===== src/rtl/ring_decoder_monitor_if.sv =====
// Sample/status bundle between a ring source and ring_decoder_monitor.
// The master drives the ring sample side; the slave is the monitor.
interface ring_decoder_monitor_if #(
    parameter int WIDTH = 8,
    parameter int ERR_W = 8,
    parameter int REV_W = 16
);
    localparam int IDX_W = $clog2(WIDTH);

    logic [WIDTH-1:0] ring_i;
    logic             ring_vld_i;
    logic             clr_i;
    logic [IDX_W-1:0] index_o;
    logic             index_vld_o;
    logic             onehot_err_o;
    logic             seq_err_o;
    logic             locked_o;
    logic [ERR_W-1:0] err_cnt_o;
    logic [REV_W-1:0] rev_cnt_o;

    modport master (
        output ring_i, ring_vld_i, clr_i,
        input  index_o, index_vld_o, onehot_err_o, seq_err_o, locked_o, err_cnt_o, rev_cnt_o
    );

    modport slave (
        input  ring_i, ring_vld_i, clr_i,
        output index_o, index_vld_o, onehot_err_o, seq_err_o, locked_o, err_cnt_o, rev_cnt_o
    );
endinterface


===== src/rtl/ring_decoder_monitor.sv =====
// Decodes a sampled one-hot ring vector, tracks step-by-step advance and
// lock, and keeps saturating error / wrapping revolution counters.
module ring_decoder_monitor #(
    parameter int WIDTH    = 8,
    parameter int LOCK_CNT = 4,
    parameter int ERR_W    = 8,
    parameter int REV_W    = 16,
    localparam int IDX_W   = $clog2(WIDTH)
) (
    input  logic                  clk_i,
    input  logic                  sys_rst_n,
    ring_decoder_monitor_if.slave bus
);
    typedef enum logic {ACQUIRE = 1'b0, LOCKED = 1'b1} state_e;

    state_e           state_q, state_d;
    logic [IDX_W-1:0] prev_idx_q, prev_idx_d;
    logic             prev_vld_q, prev_vld_d;
    logic [7:0]       run_q, run_d;
    logic [IDX_W-1:0] index_q, index_d;
    logic             idx_vld_q, idx_vld_d;
    logic             oh_err_q, oh_err_d;
    logic             seq_err_q, seq_err_d;
    logic [ERR_W-1:0] err_q, err_d;
    logic [REV_W-1:0] rev_q, rev_d;

    logic             onehot;
    logic [IDX_W-1:0] k;
    logic             step_ok;
    logic [ERR_W-1:0] err_inc;
    logic [7:0]       run_inc;

    // x & (x-1) clears the lowest set bit, so zero result plus nonzero x means exactly one bit.
    always_comb begin
        onehot = (|bus.ring_i) && ~|(bus.ring_i & (bus.ring_i - WIDTH'(1)));
        k = '0;
        for (int i = 0; i < WIDTH; i++)
            if (bus.ring_i[i]) k = IDX_W'(i);
        step_ok = prev_vld_q && (k == IDX_W'(prev_idx_q + 1'b1));
        err_inc = (err_q == '1) ? err_q : err_q + 1'b1;
        run_inc = (run_q == 8'hFF) ? run_q : run_q + 8'd1;
    end

    always_comb begin
        state_d    = state_q;
        prev_idx_d = prev_idx_q;
        prev_vld_d = prev_vld_q;
        run_d      = run_q;
        index_d    = index_q;
        idx_vld_d  = 1'b0;
        oh_err_d   = 1'b0;
        seq_err_d  = 1'b0;
        err_d      = err_q;
        rev_d      = rev_q;
        if (bus.clr_i) begin
            state_d    = ACQUIRE;
            prev_vld_d = 1'b0;
            run_d      = '0;
            index_d    = '0;
            err_d      = '0;
            rev_d      = '0;
        end else if (bus.ring_vld_i) begin
            if (!onehot) begin
                oh_err_d   = 1'b1;
                err_d      = err_inc;
                prev_vld_d = 1'b0;
                run_d      = '0;
                state_d    = ACQUIRE;
            end else begin
                index_d    = k;
                idx_vld_d  = 1'b1;
                prev_idx_d = k;
                prev_vld_d = 1'b1;
                if (!prev_vld_q) begin
                    run_d = '0;
                end else if (step_ok) begin
                    run_d = run_inc;
                    // The wrap that completes lock is taken in ACQUIRE and so is not a revolution.
                    if (state_q == ACQUIRE) begin
                        if ({1'b0, run_q} + 9'd1 >= 9'(LOCK_CNT)) state_d = LOCKED;
                    end else if (prev_idx_q == IDX_W'(WIDTH - 1) && k == '0) begin
                        rev_d = rev_q + 1'b1;
                    end
                end else begin
                    run_d = '0;
                    if (state_q == LOCKED) begin
                        seq_err_d = 1'b1;
                        err_d     = err_inc;
                        state_d   = ACQUIRE;
                    end
                end
            end
        end
    end

    always_ff @(posedge clk_i or negedge sys_rst_n) begin
        if (!sys_rst_n) begin
            state_q    <= ACQUIRE;
            prev_idx_q <= '0;
            prev_vld_q <= 1'b0;
            run_q      <= '0;
            index_q    <= '0;
            idx_vld_q  <= 1'b0;
            oh_err_q   <= 1'b0;
            seq_err_q  <= 1'b0;
            err_q      <= '0;
            rev_q      <= '0;
        end else begin
            state_q    <= state_d;
            prev_idx_q <= prev_idx_d;
            prev_vld_q <= prev_vld_d;
            run_q      <= run_d;
            index_q    <= index_d;
            idx_vld_q  <= idx_vld_d;
            oh_err_q   <= oh_err_d;
            seq_err_q  <= seq_err_d;
            err_q      <= err_d;
            rev_q      <= rev_d;
        end
    end

    assign bus.index_o      = index_q;
    assign bus.index_vld_o  = idx_vld_q;
    assign bus.onehot_err_o = oh_err_q;
    assign bus.seq_err_o    = seq_err_q;
    assign bus.locked_o     = (state_q == LOCKED);
    assign bus.err_cnt_o    = err_q;
    assign bus.rev_cnt_o    = rev_q;
endmodule

===== src/flat_wrapper.sv =====
// flat-port wrapper written by rule: the top's interface ports become plain ports
module ring_decoder_monitor_flat 
#(
    parameter int WIDTH    = 8,
    parameter int LOCK_CNT = 4,
    parameter int ERR_W    = 8,
    parameter int REV_W    = 16,
    localparam int IDX_W   = $clog2(WIDTH)
)
  (clk_i, sys_rst_n, bus_ring_i, bus_ring_vld_i, bus_clr_i, bus_index_o, bus_index_vld_o, bus_onehot_err_o, bus_seq_err_o, bus_locked_o, bus_err_cnt_o, bus_rev_cnt_o);
  ring_decoder_monitor_if #(.WIDTH(WIDTH), .ERR_W(ERR_W), .REV_W(REV_W)) bus_i ();
  input  logic clk_i;
  input  logic sys_rst_n;
  input wire logic [$bits(bus_i.ring_i)-1:0] bus_ring_i;
  input wire logic [$bits(bus_i.ring_vld_i)-1:0] bus_ring_vld_i;
  input wire logic [$bits(bus_i.clr_i)-1:0] bus_clr_i;
  output wire logic [$bits(bus_i.index_o)-1:0] bus_index_o;
  output wire logic [$bits(bus_i.index_vld_o)-1:0] bus_index_vld_o;
  output wire logic [$bits(bus_i.onehot_err_o)-1:0] bus_onehot_err_o;
  output wire logic [$bits(bus_i.seq_err_o)-1:0] bus_seq_err_o;
  output wire logic [$bits(bus_i.locked_o)-1:0] bus_locked_o;
  output wire logic [$bits(bus_i.err_cnt_o)-1:0] bus_err_cnt_o;
  output wire logic [$bits(bus_i.rev_cnt_o)-1:0] bus_rev_cnt_o;
  assign bus_i.ring_i = bus_ring_i;
  assign bus_i.ring_vld_i = bus_ring_vld_i;
  assign bus_i.clr_i = bus_clr_i;
  assign bus_index_o = bus_i.index_o;
  assign bus_index_vld_o = bus_i.index_vld_o;
  assign bus_onehot_err_o = bus_i.onehot_err_o;
  assign bus_seq_err_o = bus_i.seq_err_o;
  assign bus_locked_o = bus_i.locked_o;
  assign bus_err_cnt_o = bus_i.err_cnt_o;
  assign bus_rev_cnt_o = bus_i.rev_cnt_o;
  ring_decoder_monitor #(.WIDTH(WIDTH), .LOCK_CNT(LOCK_CNT), .ERR_W(ERR_W), .REV_W(REV_W)) u_core (.clk_i(clk_i), .sys_rst_n(sys_rst_n), .bus(bus_i));
endmodule

===== config.mk =====
export PLATFORM = sky130hd
export DESIGN_NAME = ring_decoder_monitor_flat
export DESIGN_NICKNAME = d
export VERILOG_FILES = /design/src/rtl/ring_decoder_monitor_if.sv /design/src/rtl/ring_decoder_monitor.sv /design/src/flat_wrapper.sv
export SDC_FILE = /design/constraint.sdc
export NUM_CORES = 1
export LEC_CHECK = 0
export ABC_AREA = 1
export CORE_MARGIN = 10
export CORE_UTILIZATION = 45
export DETAILED_ROUTE_END_ITERATION = 16
export PLACE_DENSITY = 0.81
export SLEW_MARGIN = 10
export SYNTH_ARGS = -nofsm -noshare
export SYNTH_HDL_FRONTEND = slang
export SYNTH_SLANG_ARGS = --single-unit

===== constraint.sdc =====
create_clock -name clk_i -period 1.8 [get_ports clk_i]
set_input_delay 0.36 -clock clk_i [delete_from_list [all_inputs] [get_ports clk_i]]
set_output_delay 0.36 -clock clk_i [all_outputs]
set_load 0.01 [all_outputs]

[Yosys cells after proc, flatten, opt, wreduce, memory -nomap -nowiden]
Cells that the tools add are included.
Word-level totals
  output and inout bits: 31
  bits of input ports: 12
  word-level logic and storage cells: 97
  register bits: 43
Cells by class
  mux-type cells: 51
  bitwise operators: 2
  equality and inequality tests: 8
  magnitude comparators: 1
  reduce and logical (&&, ||, !) cells: 19
  add/sub/neg operators: 6
Operator list (number)
  $mux W16: 7
  $mux W8: 13
  $mux W3: 9
  $mux W1: 22
  $add A16 B1 Y16 const B: 1
  $add A8 B1 Y8 const B: 2
  $eq A8 B8 Y1 const B: 2
  $reduce_or A8 Y1: 2
  $reduce_bool A2 Y1: 6
  $add A8 B1 Y9 const B: 1
  $ge A9 B3 Y1 const B: 1
  $and A8 B8 Y8: 1
  $sub A8 B1 Y8 const B: 1
  $ne A3 B2 Y1 const B: 2
  $reduce_and A2 Y1: 3
  $reduce_and A6 Y1: 1
  $ne A5 B5 Y1 const B: 1
  $reduce_and A4 Y1: 1
  $add A3 B1 Y3 const B: 1
  $eq A3 B3 Y1: 1
  $eq A3 B3 Y1 const B: 1
  $logic_and A1 B1 Y1: 3
  $logic_not A3 Y1: 1
  $ne A3 B3 Y1 const B: 1
  3 further kinds: 3

[Depth between registers and ports, before layout]
  depth in word-level cells: 16
  depth in mapped cells: 14
  depth with buffers taken out: 14

[Worst setup path after synthesis]
OpenSTA, ideal clock, no wires.
  kind: flip-flop to flip-flop
  start: register u_core.prev_idx_q[0]
  end: register u_core.rev_q[10], in the netlist u_core.bus.rev_cnt_o[10]
  cell stages (with the launch flop): 12
  data arrival time: 1725 ps
  path slack: -43 ps
  data required time: 1682 ps
  clock period less this slack: 1843 ps
  library setup time: 118 ps
  cells stage by stage: dfrtp_1 ha_1 ha_1 nand3_1 nand3_1 nor2_1 nand2_2 inv_2 nand3_2 buf_2 nand3_1 nand2_1
On the way
  cells in the longest elaborated chain, start to end: 5
RTL lines
  from (decl): line ring_decoder_monitor.sv:17  | logic [IDX_W-1:0] prev_idx_q, prev_idx_d;
  from (signal assigned): line ring_decoder_monitor.sv:110  | prev_idx_q <= prev_idx_d;
  $add A3 B1 Y3: line ring_decoder_monitor.sv:39  | step_ok = prev_vld_q && (k == IDX_W'(prev_idx_q + 1'b1));
  $eq A3 B3 Y1: line ring_decoder_monitor.sv:39
  $logic_and A1 B1 Y1: line ring_decoder_monitor.sv:39
  $reduce_bool A2 Y1 (no source line)
  $reduce_and A6 Y1 (no source line) *
  to (signal assigned): line ring_decoder_monitor.sv:118  | rev_q <= rev_d;
  to (decl): line ring_decoder_monitor.sv:25  | logic [REV_W-1:0] rev_q, rev_d;
Every way passes the cells marked *; elsewhere a longest branch is shown, timed or not.
A chain may end at the register's enable or synchronous reset.

[Worst setup path in the final report]
  start: register u_core.prev_idx_q[0]
  end: register u_core.rev_q[3], in the netlist u_core.bus.rev_cnt_o[3]
Same word-level chain as after synthesis.

==> impl_metrics.ini <==
[clock_tree]
tritoncts_clock_tree = yes
clock_path_buffers = 2
root_buffer = sky130_fd_sc_hd__clkbuf_8
numCtsBuffers = 5
cts_hold_repair.buffers = 0
clock_insertion_delay_worst_skew_ps = 300
path_clk_slew_ps = 90
cts_htree_levels = 2
clock_sink_count = 43

[finish]
drive_above_1_share_pct = 20.9
postLayoutCellArea_um2 = 3790
antenna-diode-count = 0
finalNonFillerCells = 515
area_growth_from_synthesis_to_final_layout_pct = 37.7
filler_cell_count = 481
fin_nets = 456

[sta]
relSlewSlack_pct = 62.0
final.period_utilization_pct = 103
worst_slew_pin_slew_ps = 570
hold_slack_ps = 42.0
max_freq_ghz = 0.542
period_minus_slack_ps = 1850
finalSetupViolCount = 21
setup_repair_after_global_routing_missed_its_margin = true
final.setup_skew_ps = 9.78
totalNegativeSetupSlack_ps = -543
finalHoldViolations = 0
final_critical_path_setup_slack_ps = -46.1
drv_slew = 0

[die]
io_pins = 43
row_count = 28
dieWidth_um = 98.3
die_h_um = 98.3
start_util_pct = 46.6
core_area_um2 = 5920
floorplan.die_area_um2 = 9660

[worst_setup_path]
crit_type = flop to flop
timing.critical_path.to_type = flop
timing.critical_path.from_type = flop
critical_path_peak_fanout = 8
cp_slowest_cell = sky130_fd_sc_hd__dfrtp_1
cp.required_ps = 1990
worst_r2r_path_depth = 12
max_stage_delay_ps = 410
timing.critical_path.arrival_ps = 2040
crit_chain = ha_2, ha_4, inv_2, nand2_2, nand3_2, nor2_4, nand2_4, inv_4, nand3_4, clkbuf_16, nand3_1, nand2_1

[placement]
pre_cts_slack_ps = -396
buffer_ports.inserted = 42
postPlaceCellArea_um2 = 3470
gp_congestion = 0.901
hpwl_mm = 5.25
dp_cells = 505

[worst_hold_path]
min-delay-path-class = input port to async pin

[power_and_ir_drop]
ir_drop_mv = 0.410
netSwitchingPower_uw = 549
switching_share_pct = 26.0
share_seq_of_total_power_pct = 47.7
leakage_power_uw = 0.00196
p_int_uw = 1560
share_comb_of_total_power_pct = 14.3
clockPowerShare_pct = 38.0
power-per-cell-area_nw_per_um2 = 557

[logic_synthesis]
syn-instance-count = 370
synth_area_um2 = 2760
synth_top_area_share_pct = 39.0
flip_flop_and_latch_count_after_synthesis = 43
async_flop_share_pct = 100
syn-mean-instance-area_um2 = 7.45
synth-main-ff-cell = sky130_fd_sc_hd__dfrtp_1
yosys_warnings = 0
synthDistinctLibCells = 31
synth_edf_count = 0
synthDominantAreaCellType = sky130_fd_sc_hd__dfrtp_1
syn-num-nets = 387
synthTopCellsByArea = sky130_fd_sc_hd__dfrtp_1, sky130_fd_sc_hd__nand2_1, sky130_fd_sc_hd__nand3_1, sky130_fd_sc_hd__xor2_1, sky130_fd_sc_hd__inv_1
synth.yosys.seq_area_share_pct = 39.0

[routing]
drt_first_pass_iters = 4
drt_iter0_drc = 146
wl_mm = 7.42
ant_nets = 0
wl_per_cell_um = 14.4
vias_per_cell = 5.23
total_vias_in_the_final_route = 2692
drc_errors = 0

[run_status]
violated_checks = negative setup slack
run_status = complete, but fails checks

[global_routing]
grt_usage_pct = 14.4
grt_antenna_before_repair = 0
grt_overflow_total = 0
grt_pass1_vias = 2661
largest_net_degree_at_the_start_of_global_routing = 33
grt_first_pass_wirelength_mm = 12.1

[job]
max-cap-violations = 0
==> worst paths after layout <==
check / startpoint / slack, ps / end
worst max-delay path: u_core.prev_idx_q[0] / -50 / u_core.bus.rev_cnt_o[3]
worst min-delay path: sys_rst_n / 40 / u_core.prev_vld_q
worst max register to register: u_core.prev_idx_q[0] / -50 / u_core.bus.rev_cnt_o[3]
worst min register to register: u_core.prev_idx_q[1] / 510 / u_core.prev_idx_q[1]
max in group asynchronous: sys_rst_n / 1160 / u_core.bus.rev_cnt_o[1]
min in group clk_i: u_core.prev_idx_q[1] / 510 / u_core.prev_idx_q[1]
==> placed cells by master (no fill, tap or decap), types with 3 or more instances in the layout <==
cell type                         count
sky130_fd_sc_hd__nand2_1             99
sky130_fd_sc_hd__dfrtp_1             43
sky130_fd_sc_hd__nand3_1             36
sky130_fd_sc_hd__clkdlybuf4s50_1     33
sky130_fd_sc_hd__inv_1               32
sky130_fd_sc_hd__nor2_1              28
sky130_fd_sc_hd__buf_4               22
sky130_fd_sc_hd__xor2_1              18
sky130_fd_sc_hd__nand3_2             15
sky130_fd_sc_hd__nand4_1             15
sky130_fd_sc_hd__nand2_2             12
sky130_fd_sc_hd__nand3b_1            12
sky130_fd_sc_hd__dlymetal6s2s_1       8
sky130_fd_sc_hd__o21ai_0              7
sky130_fd_sc_hd__inv_2                6
sky130_fd_sc_hd__clkbuf_8             6
sky130_fd_sc_hd__nor2_4               5
sky130_fd_sc_hd__xnor2_1              5
sky130_fd_sc_hd__nand2_4              4
sky130_fd_sc_hd__nor3_1               4
sky130_fd_sc_hd__nor2_2               3
sky130_fd_sc_hd__ha_1                 3
sky130_fd_sc_hd__buf_12               3
==> synthesized netlist by cell type, types with 2 or more instances <==
master / number
sky130_fd_sc_hd__xnor2_1: 5
sky130_fd_sc_hd__nand2_2: 5
sky130_fd_sc_hd__nor2_8: 2
sky130_fd_sc_hd__clkbuf_1: 2
sky130_fd_sc_hd__nand2_1: 109
sky130_fd_sc_hd__nand3b_1: 12
sky130_fd_sc_hd__nor2_2: 2
sky130_fd_sc_hd__nor2_1: 32
sky130_fd_sc_hd__nor3_1: 4
sky130_fd_sc_hd__inv_2: 7
sky130_fd_sc_hd__dfrtp_1: 43
sky130_fd_sc_hd__nand3_1: 50
sky130_fd_sc_hd__xor2_1: 18
sky130_fd_sc_hd__buf_1: 2
sky130_fd_sc_hd__buf_2: 2
sky130_fd_sc_hd__ha_1: 5
sky130_fd_sc_hd__nand3_2: 2
sky130_fd_sc_hd__inv_1: 33
sky130_fd_sc_hd__o21ai_0: 8
sky130_fd_sc_hd__nand4_1: 15
sky130_fd_sc_hd__nor2_4: 2
==> critical path, delay by kind of cell, from the launching register on <==
kind / cells / cell delay [ps]
buf+inv: 3 / 300
fa+ha+maj: 2 / 470
simple gates: 7 / 540
flops: 1 / 410
==> state kept, by name (all words and copies together), names as in the netlist, 3 cells and up <==
register and flops:
u_core.bus.err_cnt_o 8, u_core.bus.index_o 3, u_core.bus.rev_cnt_o 16, u_core.prev_idx_q 3, u_core.run_q 8
==> kinds of logic (layout without fill, tap and decap cells) <==
| group | Yosys count | after routing | synth area share [%] |
|---|---|---|---|
| adders and majority gates | 5 | 5 | 2.27 |
| buffers and inverters | 48 | 118 | 6.90 |
| DFF | 43 | 43 | 39.0 |
| xor gates and xnor gates | 23 | 23 | 7.31 |
| and+or+nand+nor | 241 | 241 | 42.6 |
| AOI/OAI and AO/OA | 10 | 10 | 1.91 |
==> per-stage QoR <==
stage,utilization [%],total power [µW]
after CTS,61.8,2110
after floorplan,-,1160
after global routing,64.1,2200
final,64.1,2110
after detailed placement,58.6,1300
after global placement,58.6,1290
==> repair_timing <==
action | 4_1_cts | 5_1_grt
buffers inserted | 0 | 1
cloned | 0 | 1
resized for setup | 14 | 34
pin swaps | 11 | 7
setup endpoints to repair | 36 | 42
==> area by class of cell <==
| class | count | area (µm²) | area share, % |
|---|---|---|---|
| clock inverters | 2 | 35.0 | 0.923 |
| clock buffers | 6 | 82.6 | 2.18 |
| multi-input cells | 279 | 1650 | 43.5 |
| inverters | 41 | 159 | 4.19 |
| well taps | 75 | 93.8 | 2.47 |
| repair buffers | 69 | 697 | 18.4 |
| flip-flops and latches | 43 | 1080 | 28.4 |
==> routing by layer <==
metal | GRT usage [%] | vias up | share of wire [%]
met5 | 0 | - | 0
met2 | 25.0 | 61 | 51
met1 | 16.9 | 1292 | 43
li1 | - | 1328 | -
met4 | 4.30 | 0 | 1.2
met3 | 4.02 | 11 | 5.3
==> power by group through the flow <==
stage          Clock (µW)  Combinational [µW]  Sequential (µW)
2_1_floorplan           0                 134             1030
3_3_place_gp            0                 265             1030
3_5_place_dp            0                 275             1030
4_1_cts               816                 285             1010
5_1_grt               846                 338             1010
6_report              803                 302             1010
(Power assumes the default switching activity.)
